==> config.mk <==
export PLATFORM = sky130hd
export DESIGN_NAME = rr_arb_mux
export DESIGN_NICKNAME = d
export VERILOG_FILES = /design/src/rtl/rr_mux_pkg.sv /design/src/rtl/rr_prio_pick.sv /design/src/rtl/rr_arb_mux.sv
export SDC_FILE = /design/constraint.sdc
export NUM_CORES = 1
export LEC_CHECK = 0
export BUFFER_PORTS_ARGS = -buffer_cell sky130_fd_sc_hd__buf_4
export CAP_MARGIN = 20
export CELL_PAD_IN_SITES_DETAIL_PLACEMENT = 0
export CELL_PAD_IN_SITES_GLOBAL_PLACEMENT = 1
export CORE_MARGIN = 2
export CORE_UTILIZATION = 27
export DETAILED_ROUTE_END_ITERATION = 10
export PLACE_DENSITY_LB_ADDON = 0.15
export SYNTH_ARGS = -nofsm -noshare
export SYNTH_HDL_FRONTEND = slang
export SYNTH_SLANG_ARGS = --single-unit
==> constraint.sdc <==
create_clock -name clk -period 3 [get_ports clk]
set_input_delay 0.6 -clock clk [delete_from_list [all_inputs] [get_ports clk]]
set_output_delay 0.6 -clock clk [all_outputs]
set_load 0.03 [all_outputs]
==> src/rtl/rr_mux_pkg.sv <==
// ============================================================================
// rr_mux_pkg : shared types, defaults and width helper for rr_arb_mux
// Rev 1.0
// ============================================================================
`default_nettype none

package rr_mux_pkg;

  localparam int N_CH_DEF   = 4;
  localparam int DATA_W_DEF = 8;

  // Output register occupancy; the state bit is exported directly as out_valid.
  typedef enum logic {
    ST_EMPTY = 1'b0,
    ST_FULL  = 1'b1
  } state_t;

  function automatic int ch_w(input int n);
    return (n <= 2) ? 1 : $clog2(n);
  endfunction

endpackage

`default_nettype wire

==> src/rtl/rr_prio_pick.sv <==
// ============================================================================
// rr_prio_pick : combinational rotating-priority picker (first request at or
//                after ptr, wrapping modulo N_CH)
// Rev 1.0
// ============================================================================
`default_nettype none

module rr_prio_pick
  import rr_mux_pkg::*;
#(
  parameter  int N_CH = N_CH_DEF,
  localparam int CH_W = ch_w(N_CH)
) (
  input  logic [N_CH-1:0] req,
  input  logic [CH_W-1:0] ptr,
  output logic [N_CH-1:0] grant,
  output logic [CH_W-1:0] idx,
  output logic            any
);

  localparam logic [CH_W:0] C_N = (CH_W + 1)'(N_CH);

  logic [2*N_CH-1:0] dbl;
  logic [N_CH-1:0]   rot;
  logic [CH_W-1:0]   off;
  logic [CH_W:0]     sum;

  always_comb begin
    dbl   = {req, req};
    // rot[k] is the request of channel (ptr + k) mod N_CH
    rot   = N_CH'(dbl >> ptr);
    off   = '0;
    for (int k = N_CH - 1; k >= 0; k--) begin
      if (rot[k]) off = CH_W'(k);
    end
    sum   = {1'b0, ptr} + {1'b0, off};
    if (sum >= C_N) sum = sum - C_N;
    idx   = sum[CH_W-1:0];
    any   = |req;
    grant = '0;
    for (int i = 0; i < N_CH; i++) begin
      grant[i] = any && (idx == CH_W'(i));
    end
  end

endmodule

`default_nettype wire

==> src/rtl/rr_arb_mux.sv <==
// ============================================================================
// rr_arb_mux : N_CH-to-1 round-robin arbiter with a single registered output
//              stage sustaining one word per cycle
// Rev 1.0
// ============================================================================
`default_nettype none

module rr_arb_mux
  import rr_mux_pkg::*;
#(
  parameter  int N_CH   = N_CH_DEF,
  parameter  int DATA_W = DATA_W_DEF,
  localparam int CH_W   = ch_w(N_CH)
) (
  input  logic                     clk,
  input  logic                     rst,
  input  logic [N_CH-1:0]          in_valid,
  input  logic [N_CH*DATA_W-1:0]   in_data,
  output logic [N_CH-1:0]          in_ready,
  output logic                     out_valid,
  output logic [DATA_W-1:0]        out_data,
  output logic [CH_W-1:0]          out_ch,
  input  logic                     out_ready
);

  localparam logic [CH_W-1:0] C_LAST = CH_W'(N_CH - 1);

  state_t            state_q;
  state_t            state_d;
  logic [CH_W-1:0]   ptr;
  logic [CH_W-1:0]   win;
  logic [CH_W-1:0]   ptr_nxt;
  logic [N_CH-1:0]   grant;
  logic              any;
  logic              load;
  logic              accept;
  logic [DATA_W-1:0] sel_data;

  rr_prio_pick #(
    .N_CH (N_CH)
  ) u_pick (
    .req   (in_valid),
    .ptr   (ptr),
    .grant (grant),
    .idx   (win),
    .any   (any)
  );

  assign out_valid = (state_q == ST_FULL);
  assign load      = !out_valid || out_ready;
  assign accept    = load && any;
  // rst gates in_ready directly: the emptied register would otherwise offer load.
  assign in_ready  = rst ? '0 : (grant & {N_CH{load}});
  assign ptr_nxt   = (win == C_LAST) ? '0 : win + 1'b1;

  always_comb begin
    sel_data = '0;
    for (int i = 0; i < N_CH; i++) begin
      if (grant[i]) sel_data = in_data[i*DATA_W +: DATA_W];
    end
  end

  always_comb begin
    state_d = state_q;
    if (load) state_d = any ? ST_FULL : ST_EMPTY;
  end

  always_ff @(posedge clk or posedge rst) begin
    if (rst) begin
      state_q  <= ST_EMPTY;
      out_data <= '0;
      out_ch   <= '0;
      ptr      <= '0;
    end else begin
      state_q <= state_d;
      if (accept) begin
        out_data <= sel_data;
        out_ch   <= win;
        ptr      <= ptr_nxt;
      end
    end
  end

endmodule

`default_nettype wire
Word level (Yosys, flattened, before mapping) --
Cells that the tools add are included.
Storage, ports and cells: word-level logic and storage cells 34, input bits 39, bits in registers 13, output and inout port bits 15
Cells by class: add/sub/neg operators 3, reductions and logical operators 9, bitwise gates (word level) 1, mux-type cells 12, $lt $le $gt $ge 1, eq/ne operators 3, shifts and indexed selects 1
Operator list (count):
- two-way mux 8 bit | 4
- two-way mux 2 bit | 6
- right shift 8 x 2 -> 4 bit | 1
- logical AND 1 bit | 5
- bitwise AND 4 bit | 1
- == test 2 bit (second input constant) | 2
- two-way mux 4 bit | 1
- OR reduction 4 bit | 1
- adder 2 x 2 -> 3 bit | 1
- >= comparator 3 bit (second input constant) | 1
- adder 2 x 1 -> 2 bit (second input constant) | 1
- == test 2 x 1 -> 1 bit (second input constant) | 1
- zero test 2 bit | 1
- subtractor 2 x 1 -> 2 bit (second input constant) | 1
- zero test 1 bit | 1
- logical OR 1 bit | 1
- two-way mux 1 bit | 1

Depth between registers and ports, before layout --
Gate-level depths: netlist of run 1.
depth in word-level cells 14, mapped depth 16, depth with buffers taken out 14

Modules after synthesis --
From an unflattened synthesis of run 1, not the netlist that was laid out.
Second synthesis, totals: cell total of the unflattened synthesis 133, area total of the unflattened synthesis 1162.4 um^2
By module, submodules not included:
- rr_arb_mux | area each 840.8 um^2, times used 1, sequential area each 325.3 um^2, cells an instance 92
- rr_prio_pick | area each 321.6 um^2, times used 1, sequential area each 0.0 um^2, cells an instance 41

Least setup slack after synthesis of run 1 --
OpenSTA, ideal clock, no wires.
path type input-to-output, start input in_valid[0], end output in_ready[3], stages 12, buffers on the path 2, data arrival time 2743 ps, slack -343 ps, required time 2400 ps, cells stage by stage inv_1 o21ai_0 a21oi_1 nor3_1 a21oi_1 ha_1 xor2_1 xnor2_1 ha_1 clkbuf_1 buf_1 and3_1
Between the ends: longest elaborated chain between the ends 12, elaborated cells on any way between the ends 14, those cells by class add/sub (2); order compare (1); eq/ne (1); shift (1); mux (6); bitwise (1); reduce/logical (2)
Ends and longest elaborated chain:
- start: declaration | RTL line rr_arb_mux.sv:17 | input logic [N_CH-1:0] in_valid,
- right shift 8 x 2 -> 4 bit * | RTL line rr_prio_pick.sv:31 | rot = N_CH'(dbl >> ptr);
- two-way mux 2 bit (3 in a row) | RTL line rr_prio_pick.sv:34 | if (rot[k]) off = CH_W'(k);
- two-way mux 2 bit * | RTL line rr_prio_pick.sv:34
- adder 2 x 2 -> 3 bit * | RTL line rr_prio_pick.sv:36 | sum = {1'b0, ptr} + {1'b0, off};
- >= comparator 3 bit / subtractor 2 x 1 -> 2 bit (equally long branches) | RTL line rr_prio_pick.sv:37 | if (sum >= C_N) sum = sum - C_N;
- two-way mux 2 bit * | RTL line rr_prio_pick.sv:37
- named net u_pick.idx[1] | RTL line rr_prio_pick.sv:17 | output logic [CH_W-1:0] idx,
- == test 2 bit * | RTL line rr_prio_pick.sv:42 | grant[i] = any && (idx == CH_W'(i));
- logical AND 1 bit * | RTL line rr_prio_pick.sv:42
- bitwise AND 4 bit * | RTL line rr_arb_mux.sv:53 | assign in_ready = rst ? '0 : (grant & {N_CH{load}});
- two-way mux 4 bit * | RTL line rr_arb_mux.sv:53
- end: declaration | RTL line rr_arb_mux.sv:19 | output logic [N_CH-1:0] in_ready,
The timed path passes the listed nets; every way through them passes the cells marked *.

Worst setup path in the final report of run 1 --
start input in_valid[1], end output in_ready[0]
Between the ends: longest elaborated chain between the ends 12, elaborated cells on any way between the ends 14, those cells by class add/sub (2); order compare (1); shift (1); mux (6); bitwise (1); reduce/logical (3)
Ends and longest elaborated chain (RTL line):
- right shift 8 x 2 -> 4 bit * | rr_prio_pick.sv:31
- two-way mux 2 bit (3 in a row) | rr_prio_pick.sv:34
- two-way mux 2 bit * | rr_prio_pick.sv:34
- adder 2 x 2 -> 3 bit * | rr_prio_pick.sv:36
- >= comparator 3 bit / subtractor 2 x 1 -> 2 bit (equally long branches) | rr_prio_pick.sv:37
- two-way mux 2 bit * | rr_prio_pick.sv:37
- named net u_pick.idx[1] | rr_prio_pick.sv:17
- zero test 2 bit * | rr_prio_pick.sv:42
- logical AND 1 bit * | rr_prio_pick.sv:42
- bitwise AND 4 bit * | rr_arb_mux.sv:53
- two-way mux 4 bit * | rr_arb_mux.sv:53
Marks and branches as above.

==> results of run 1 <==
-- power by group through the flow --
stage	registers [W]	clock network (W)	logic, W
2_1_floorplan	0.000455	0	0.00100
3_3_place_gp	0.000327	0	0.00158
3_5_place_dp	0.000331	0	0.00160
4_1_cts	0.000330	0.000109	0.00163
5_1_grt	0.000343	0.000121	0.00187
6_report	0.000331	0.000104	0.00171
-- placed cells by master (no fill, tap or decap), types with 2 or more instances in the layout --
cell type / instances
sky130_fd_sc_hd__a21oi_1: 25
sky130_fd_sc_hd__a22oi_1: 8
sky130_fd_sc_hd__and3_4: 4
sky130_fd_sc_hd__buf_4: 59
sky130_fd_sc_hd__buf_6: 4
sky130_fd_sc_hd__clkbuf_4: 3
sky130_fd_sc_hd__dfrtp_1: 13
sky130_fd_sc_hd__ha_2: 2
sky130_fd_sc_hd__ha_4: 2
sky130_fd_sc_hd__inv_1: 11
sky130_fd_sc_hd__mux2_2: 4
sky130_fd_sc_hd__nand2_1: 8
sky130_fd_sc_hd__nand2b_1: 3
sky130_fd_sc_hd__nor2_1: 14
sky130_fd_sc_hd__o21ai_0: 8
sky130_fd_sc_hd__o32ai_1: 2
-- layer usage --
metal	up-vias	global-route usage [%]	share of wire, %
li1	566	-	-
met1	488	20.04	48
met2	34	20.44	44
met3	0	2.951	7.6
met4	0	2.394	0
met5	-	0	0
-- state kept, by name, summed over array words and instances (netlist names) --
name / cells
ptr: 2
out_valid: 1
out_ch: 2
out_data: 8
-- metrics by stage --
| step | hold slack [ps] | TNS, ps | std cells | cell area [um2] |
|---|---|---|---|---|
| final | 316.5 | 0 | 235 | 1610 |
| after global routing | 341.1 | -233.4 | 235 | 1610 |
| after CTS | 320.7 | 0 | 235 | 1543 |
| after detailed placement | 501.8 | -399.4 | 231 | 1499 |
| after global placement | 495.9 | -58.66 | 231 | 1499 |
| after floorplan | 507.1 | -28.57 | 131 | 1018 |
-- area by class of cell --
type / count / area [um2]
Clock buffer: 4 / 26.28
Fill cell: 349 / 1805
Inverter: 13 / 51.30
Multi-Input combinational cell: 95 / 646.9
Sequential cell: 13 / 325.3
Tap cell: 46 / 57.56
Timing Repair Buffer: 64 / 503.0
-- cells by family (layout without fill, tap and decap cells) --
| logic type | Yosys count | in the layout | synth area share, % |
|---|---|---|---|
| mux | 4 | 4 | 4.562 |
| fa+ha+maj | 5 | 5 | 6.337 |
| buf+inv | 23 | 81 | 9.126 |
| compound gates | 49 | 49 | 29.02 |
| flops | 13 | 13 | 32.95 |
| simple gates | 35 | 35 | 16.22 |
| xor+xnor | 2 | 2 | 1.775 |
-- worst max-delay path: cells and delay by family --
| kind | cells | cell delay, ps |
|---|---|---|
| AO/OA/AOI/OAI | 3 | 380 |
| adder cells (fa/ha/maj) | 2 | 380 |
| XOR/XNOR | 2 | 350 |
| buffers and inverters | 3 | 340 |
| AND/OR/NAND/NOR | 2 | 280 |
-- what timing repair did --
action | 4_1_cts | 5_1_grt
endpoints found under the setup margin | 4 | 4
gates resized for setup | 5 | 18
pin swaps | 3 | 8
-- how the worst max path moves through the flow --
stage / start / cells after the start / endpoint
floorplan: in_valid[0] / 12 / in_ready[3]
global placement: in_valid[0] / 13 / in_ready[0]
detailed placement: in_valid[0] / 13 / in_ready[0]
CTS: in_valid[1] / 12 / in_ready[0]
global route: in_valid[1] / 12 / in_ready[0]
finish: in_valid[1] / 12 / in_ready[0]
==> impl_metrics.xml, run 1 <==
<?xml version="1.0" encoding="UTF-8"?>
<metrics>
  <group name="routing">
    <metric name="detailedRoute.firstPassIterationCount" unit="">4</metric>
    <metric name="drt-wirelength-per-cell" unit="um">12.50</metric>
    <metric name="vias" unit="">1088</metric>
    <metric name="routed_via_density" unit="">4.630</metric>
    <metric name="drt-total-wl" unit="mm">2.938</metric>
    <metric name="drc_errors" unit="">0</metric>
    <metric name="postRouteAntennaNets" unit="">0</metric>
    <metric name="drt-initial-drc-count" unit="">51</metric>
  </group>
  <group name="worst_setup_path">
    <metric name="timing.critical_path.from_type" unit="">input port</metric>
    <metric name="slowest_delay" unit="ps">210</metric>
    <metric name="crit_path_end_kind" unit="">output pin</metric>
    <metric name="cp_data_arrival_time" unit="ps">2350</metric>
    <metric name="worst_ep_required_time" unit="ps">2400</metric>
    <metric name="critical_path.max_fanout" unit="">6</metric>
    <metric name="rrSetupSlack" unit="ps">410</metric>
    <metric name="critical-path-slowest-cell" unit="">sky130_fd_sc_hd__ha_2</metric>
    <metric name="regToRegStartpoint" unit="">ptr[1]</metric>
    <metric name="worst_setup_path_class" unit="">input port to output pin</metric>
    <metric name="rr_worst_depth" unit="">14</metric>
    <metric name="r2r-end" unit="">out_data[6]</metric>
    <metric name="cp_cell_sequence" unit="">buf_8 &gt; nor2b_1 &gt; o21ai_1 &gt; a2bb2oi_1 &gt; a21oi_1 &gt; ha_2 &gt; xor2_2 &gt; xnor2_2 &gt; inv_2 &gt; ha_4 &gt; and3_4 &gt; buf_6</metric>
  </group>
  <group name="grt">
    <metric name="grt_max_degree" unit="">25</metric>
    <metric name="grt_pass1_wl" unit="mm">4.464</metric>
    <metric name="grt_antenna_before_repair" unit="">0</metric>
    <metric name="grt_pass1_vias" unit="">975</metric>
    <metric name="globalRouteTotalUtil" unit="%">13.54</metric>
    <metric name="grt_remaining_overflow" unit="">0</metric>
  </group>
  <group name="clock_tree">
    <metric name="insertion_delay" unit="ps">270</metric>
    <metric name="cts_tree" unit="">built</metric>
    <metric name="clock-sinks" unit="">13</metric>
    <metric name="holdBufCountCts" unit="">0</metric>
    <metric name="max-clock-path-buffers" unit="">2</metric>
    <metric name="clock_root_buffer" unit="">sky130_fd_sc_hd__clkbuf_4</metric>
    <metric name="worst_setup_hold_path_clk_slew" unit="ps">80</metric>
    <metric name="post-cts-setup-buffers" unit="">0</metric>
    <metric name="cts.htree.levels" unit="">1</metric>
    <metric name="cts_buffers" unit="">3</metric>
  </group>
  <group name="flow_run">
    <metric name="maxCapViolations" unit="">0</metric>
  </group>
  <group name="placed_design">
    <metric name="placement.setup.worst_slack" unit="ps">-88.07</metric>
    <metric name="io_buffers" unit="">53</metric>
    <metric name="place_congestion" unit="">0.7146</metric>
    <metric name="sum_of_net_half_perimeters_after_detailed_placement" unit="mm">2.282</metric>
  </group>
  <group name="yosys">
    <metric name="synth.yosys.seq_area_share" unit="%">32.95</metric>
    <metric name="synth_top_cells_by_count" unit="">sky130_fd_sc_hd__a21oi_1 (26), sky130_fd_sc_hd__nor2_1 (14), sky130_fd_sc_hd__dfrtp_1 (13), sky130_fd_sc_hd__inv_1 (13), sky130_fd_sc_hd__o21ai_0 (10)</metric>
    <metric name="synthMostInstantiatedCell" unit="">sky130_fd_sc_hd__a21oi_1</metric>
    <metric name="synth_top_cell_area_share" unit="%">32.95</metric>
    <metric name="synth_top_area_cell" unit="">sky130_fd_sc_hd__dfrtp_1</metric>
    <metric name="ys_seq_elements" unit="">13</metric>
    <metric name="mappedNetlistNets" unit="">175</metric>
    <metric name="syn_avg_cell_area" unit="um2">7.536</metric>
    <metric name="dominantRegCellSynth" unit="">sky130_fd_sc_hd__dfrtp_1</metric>
    <metric name="synthCells" unit="">131</metric>
    <metric name="yosysUniqueCellTypes" unit="">25</metric>
    <metric name="ys_top_cells_by_area" unit="">sky130_fd_sc_hd__dfrtp_1 (33%), sky130_fd_sc_hd__a21oi_1 (13%), sky130_fd_sc_hd__ha_1 (6.3%)</metric>
    <metric name="synth_async_sr_flop_share" unit="%">100.0</metric>
    <metric name="syn_area" unit="um2">987.2</metric>
    <metric name="synth-edff-count" unit="">0</metric>
    <metric name="synth_warnings" unit="">0</metric>
  </group>
  <group name="timing">
    <metric name="post-route-period-util" unit="%">98.36</metric>
    <metric name="tightestPinTransition" unit="ps">426.5</metric>
    <metric name="period_needed" unit="ps">2951</metric>
    <metric name="rsz0062_at_grt" unit="">true</metric>
    <metric name="clock.fmax" unit="GHz">0.3389</metric>
    <metric name="fin_worst_skew" unit="ps">10.30</metric>
    <metric name="report.final.setup_viol" unit="">0</metric>
    <metric name="slew-limit-headroom" unit="%">71.54</metric>
    <metric name="final-max-slew-violation-count" unit="">0</metric>
    <metric name="layout_setup_ws" unit="ps">49.22</metric>
    <metric name="finalHoldViolCount" unit="">0</metric>
  </group>
  <group name="floorplanning">
    <metric name="fp.coreArea" unit="um2">3416</metric>
    <metric name="top_level_ports" unit="">54</metric>
    <metric name="floorplan.initialDensity" unit="%">28.90</metric>
    <metric name="die_area" unit="um2">4156</metric>
    <metric name="fp.dieW" unit="um">64.47</metric>
    <metric name="placement_rows" unit="">21</metric>
    <metric name="die_h" unit="um">64.47</metric>
  </group>
  <group name="pwr">
    <metric name="internal_power" unit="W">0.001047</metric>
    <metric name="worst_ir_drop_vdd" unit="V">0.0005973</metric>
    <metric name="p_clk_share" unit="%">4.9</metric>
    <metric name="power.switching_fraction" unit="%">51.14</metric>
    <metric name="static-leakage-power" unit="nW">0.7676</metric>
    <metric name="pwr_density_cell" unit="nW/um2">1330</metric>
    <metric name="overall_power_consumption" unit="W">0.002142</metric>
    <metric name="power_switching" unit="W">0.001096</metric>
    <metric name="p_comb_share" unit="%">79.7</metric>
    <metric name="power.sequential.fraction" unit="%">15.4</metric>
  </group>
  <group name="cells_and_area">
    <metric name="num-nets-final" unit="">234</metric>
    <metric name="diodes_inserted" unit="">0</metric>
    <metric name="layout-drive-gt1-share" unit="%">46.56</metric>
    <metric name="final_core_utilization" unit="%">47.14</metric>
    <metric name="syn2layout_area_growth" unit="%">63.12</metric>
  </group>
  <group name="worst_hold_path">
    <metric name="hp-class" unit="">input port to asynchronous set/reset pin</metric>
  </group>
  <group name="status">
    <metric name="outcome" unit="">finished clean</metric>
  </group>
</metrics>
Power figures use the tool's default switching activity.
==> inputs of run 2 (changes only) <==
--- a/config.mk
+++ b/config.mk
@@ -13,6 +13,7 @@
 export CORE_UTILIZATION = 27
 export DETAILED_ROUTE_END_ITERATION = 10
 export PLACE_DENSITY_LB_ADDON = 0.15
+export RECOVER_POWER = 100
 export SYNTH_ARGS = -nofsm -noshare
 export SYNTH_HDL_FRONTEND = slang
 export SYNTH_SLANG_ARGS = --single-unit
==> run 2 against run 1 <==
  * Setup slack is essentially flat
  * Power shrank 2.9%
  * Sequential share of layout area grew 0.58 points
  * Sequential cell count is the same
  * Clock-buffer cell count is the same
  * Sequential power is essentially flat
  * Maximum frequency is essentially flat
  * Final cell count is the same
  * Largest cell class unchanged
==> impl_metrics.xml, run 2 (synthesized netlist as in run 1, its figures left out) <==
<?xml version="1.0" encoding="UTF-8"?>
<metrics>
  <group name="status">
    <metric name="outcome" unit="">finished clean</metric>
  </group>
  <group name="worst_hold_path">
    <metric name="hp-class" unit="">input port to asynchronous set/reset pin</metric>
  </group>
  <group name="routing">
    <metric name="drt-initial-drc-count" unit="">48</metric>
    <metric name="vias" unit="">1090</metric>
    <metric name="wl_met1" unit="mm">1.425</metric>
    <metric name="drc_errors" unit="">0</metric>
    <metric name="dr.max_layer_used" unit="">met3</metric>
    <metric name="dr_wl_met3" unit="um">225</metric>
    <metric name="routed_via_density" unit="">4.638</metric>
    <metric name="drt-total-wl" unit="mm">2.946</metric>
    <metric name="met2_length" unit="mm">1.295</metric>
    <metric name="postRouteAntennaNets" unit="">0</metric>
    <metric name="drt-wirelength-per-cell" unit="um">12.54</metric>
    <metric name="detailedRoute.firstPassIterationCount" unit="">4</metric>
  </group>
  <group name="timing">
    <metric name="finalHoldViolCount" unit="">0</metric>
    <metric name="period_needed" unit="ps">2951</metric>
    <metric name="report.final.setup_viol" unit="">0</metric>
    <metric name="post-route-period-util" unit="%">98.37</metric>
    <metric name="fin_worst_skew" unit="ps">10.61</metric>
    <metric name="final-max-slew-violation-count" unit="">0</metric>
    <metric name="rsz0062_at_grt" unit="">true</metric>
    <metric name="slew-limit-headroom" unit="%">71.77</metric>
    <metric name="clock.fmax" unit="GHz">0.3388</metric>
    <metric name="tightestPinTransition" unit="ps">423.0</metric>
    <metric name="fin_worst_hold_slack" unit="ps">315.4</metric>
  </group>
  <group name="grt">
    <metric name="grt_pass1_wl" unit="mm">4.464</metric>
    <metric name="grt_antenna_before_repair" unit="">0</metric>
    <metric name="globalRouteTotalUtil" unit="%">13.54</metric>
    <metric name="grt_max_degree" unit="">25</metric>
    <metric name="grt_remaining_overflow" unit="">0</metric>
    <metric name="grt_pass1_vias" unit="">975</metric>
  </group>
  <group name="worst_setup_path">
    <metric name="cp_data_arrival_time" unit="ps">2350</metric>
    <metric name="timing.critical_path.from_type" unit="">input port</metric>
    <metric name="worst_setup_path_class" unit="">input port to output pin</metric>
    <metric name="crit_path_end_kind" unit="">output pin</metric>
    <metric name="regToRegStartpoint" unit="">ptr[1]</metric>
    <metric name="beginning_of_the_critical_path" unit="">in_valid[1]</metric>
    <metric name="critical_path.max_fanout" unit="">6</metric>
    <metric name="rr_worst_depth" unit="">14</metric>
    <metric name="worst_ep_required_time" unit="ps">2400</metric>
    <metric name="setup.worst_path.end" unit="">in_ready[0]</metric>
    <metric name="r2r-end" unit="">out_data[6]</metric>
    <metric name="rrSetupSlack" unit="ps">410</metric>
  </group>
  <group name="floorplanning">
    <metric name="floorplan.initialDensity" unit="%">28.90</metric>
    <metric name="fp.coreArea" unit="um2">3416</metric>
    <metric name="fp.dieW" unit="um">64.47</metric>
    <metric name="placement_rows" unit="">21</metric>
    <metric name="top_level_ports" unit="">54</metric>
    <metric name="die_h" unit="um">64.47</metric>
    <metric name="die_area" unit="um2">4156</metric>
  </group>
  <group name="cells_and_area">
    <metric name="layout.cell_area.non_filler" unit="um2">1565</metric>
    <metric name="diodes_inserted" unit="">0</metric>
    <metric name="leading_cell_types_in_the_layout_fill_and_taps_excluded" unit="">sky130_fd_sc_hd__buf_4 (45), sky130_fd_sc_hd__a21oi_1 (25), sky130_fd_sc_hd__nor2_1 (14), sky130_fd_sc_hd__clkbuf_1 (13), sky130_fd_sc_hd__dfrtp_1 (13)</metric>
    <metric name="layout_top_registers" unit="">out_data (8), out_ch (2), ptr (2)</metric>
    <metric name="num-nets-final" unit="">234</metric>
    <metric name="final_common_cell" unit="">sky130_fd_sc_hd__buf_4</metric>
    <metric name="max_flop_register" unit="">out_data</metric>
    <metric name="largest_register_ff_count" unit="">8</metric>
    <metric name="layout-drive-gt1-share" unit="%">40.21</metric>
    <metric name="syn2layout_area_growth" unit="%">58.55</metric>
  </group>
  <group name="clock_tree">
    <metric name="clock-sinks" unit="">13</metric>
    <metric name="cts_tree" unit="">built</metric>
    <metric name="cts.htree.levels" unit="">1</metric>
    <metric name="clock_root_buffer" unit="">sky130_fd_sc_hd__clkbuf_4</metric>
    <metric name="cts_buffers" unit="">3</metric>
    <metric name="max-clock-path-buffers" unit="">2</metric>
    <metric name="insertion_delay" unit="ps">270</metric>
    <metric name="worst_setup_hold_path_clk_slew" unit="ps">80</metric>
  </group>
  <group name="placed_design">
    <metric name="sum_of_net_half_perimeters_after_detailed_placement" unit="mm">2.282</metric>
    <metric name="placement.cell_area" unit="um2">1499</metric>
    <metric name="io_buffers" unit="">53</metric>
    <metric name="place_congestion" unit="">0.7146</metric>
  </group>
  <group name="flow_run">
    <metric name="maxCapViolations" unit="">0</metric>
  </group>
  <group name="pwr">
    <metric name="overall_power_consumption" unit="W">0.002080</metric>
    <metric name="static-leakage-power" unit="nW">0.7242</metric>
    <metric name="pwr_density_cell" unit="nW/um2">1329</metric>
    <metric name="worst_ir_drop_vdd" unit="V">0.0005813</metric>
  </group>
</metrics>
## run 2: changes by cell type in the layout (fill, tap and decap cells not counted), sizes merged
cell    change
buf        -14
clkbuf     +14
## run 2: where the power goes
| part | switching [W] | total [W] | internal [W] | leakage, nW |
|---|---|---|---|---|
| sequential | 0.0000626 | 0.000329 | 0.000267 | 0.149 |
| clock | 0.0000530 | 0.000105 | 0.0000515 | 0.0150 |
| combinational | 0.000978 | 0.00165 | 0.000668 | 0.560 |
## run 2: worst max-delay path: stages
cell                        delay, ps
sky130_fd_sc_hd__buf_8            100
sky130_fd_sc_hd__nor2b_1          120
sky130_fd_sc_hd__o21ai_1          150
sky130_fd_sc_hd__a2bb2oi_1         80
sky130_fd_sc_hd__a21oi_1          150
sky130_fd_sc_hd__ha_2             210
sky130_fd_sc_hd__xor2_2           180
sky130_fd_sc_hd__xnor2_2          170
sky130_fd_sc_hd__inv_2            110
sky130_fd_sc_hd__ha_4             170
sky130_fd_sc_hd__and3_4           160
sky130_fd_sc_hd__buf_6            130
## run 2: worst min path at each step
stage,startpoint,to,slack [ps],cells after the start
2_1_floorplan,rst,out_ch[0],510,1
3_3_place_gp,out_ch[0],out_ch[0],500,1
3_5_place_dp,out_ch[0],out_ch[0],500,1
4_1_cts,rst,out_ch[1],320,2
5_1_grt,rst,ptr[0],340,2
6_report,rst,out_ch[1],320,2
## run 2: layer usage
metal  GRT usage [%]  vias to the layer above
li1                -                      566
met1           20.04                      490
met2           20.44                       34
met3           2.951                        0
met4           2.394                        0
met5               0                        -
## run 2: final cells by class
cell class	count	area, um2
sequential	13	325.3
multi-input combinational	95	646.9
timing repair buffer	64	457.9
fill	363	1851
tap	46	57.56
clock buffer	4	26.28
inverter	13	51.30
## run 2: per-stage QoR
stage               cells  util (%)  TNS, ps  setup slack (ps)
finish                235     45.82        0             48.80
global route          235     45.82   -233.4            -79.99
CTS                   235     45.16        0             25.56
detailed placement    231     43.88   -399.4            -88.07
global placement      231     43.88   -58.66            -38.37
floorplan             131         -   -28.57            -28.57
## run 2: repair_timing
action                     in CTS  in global routing
cloned                          0                  0
pin swaps                       3                  8
hold buffers                    0                  0
buffers inserted                0                  0
resized for setup               5                 18
setup endpoints to repair       4                  4
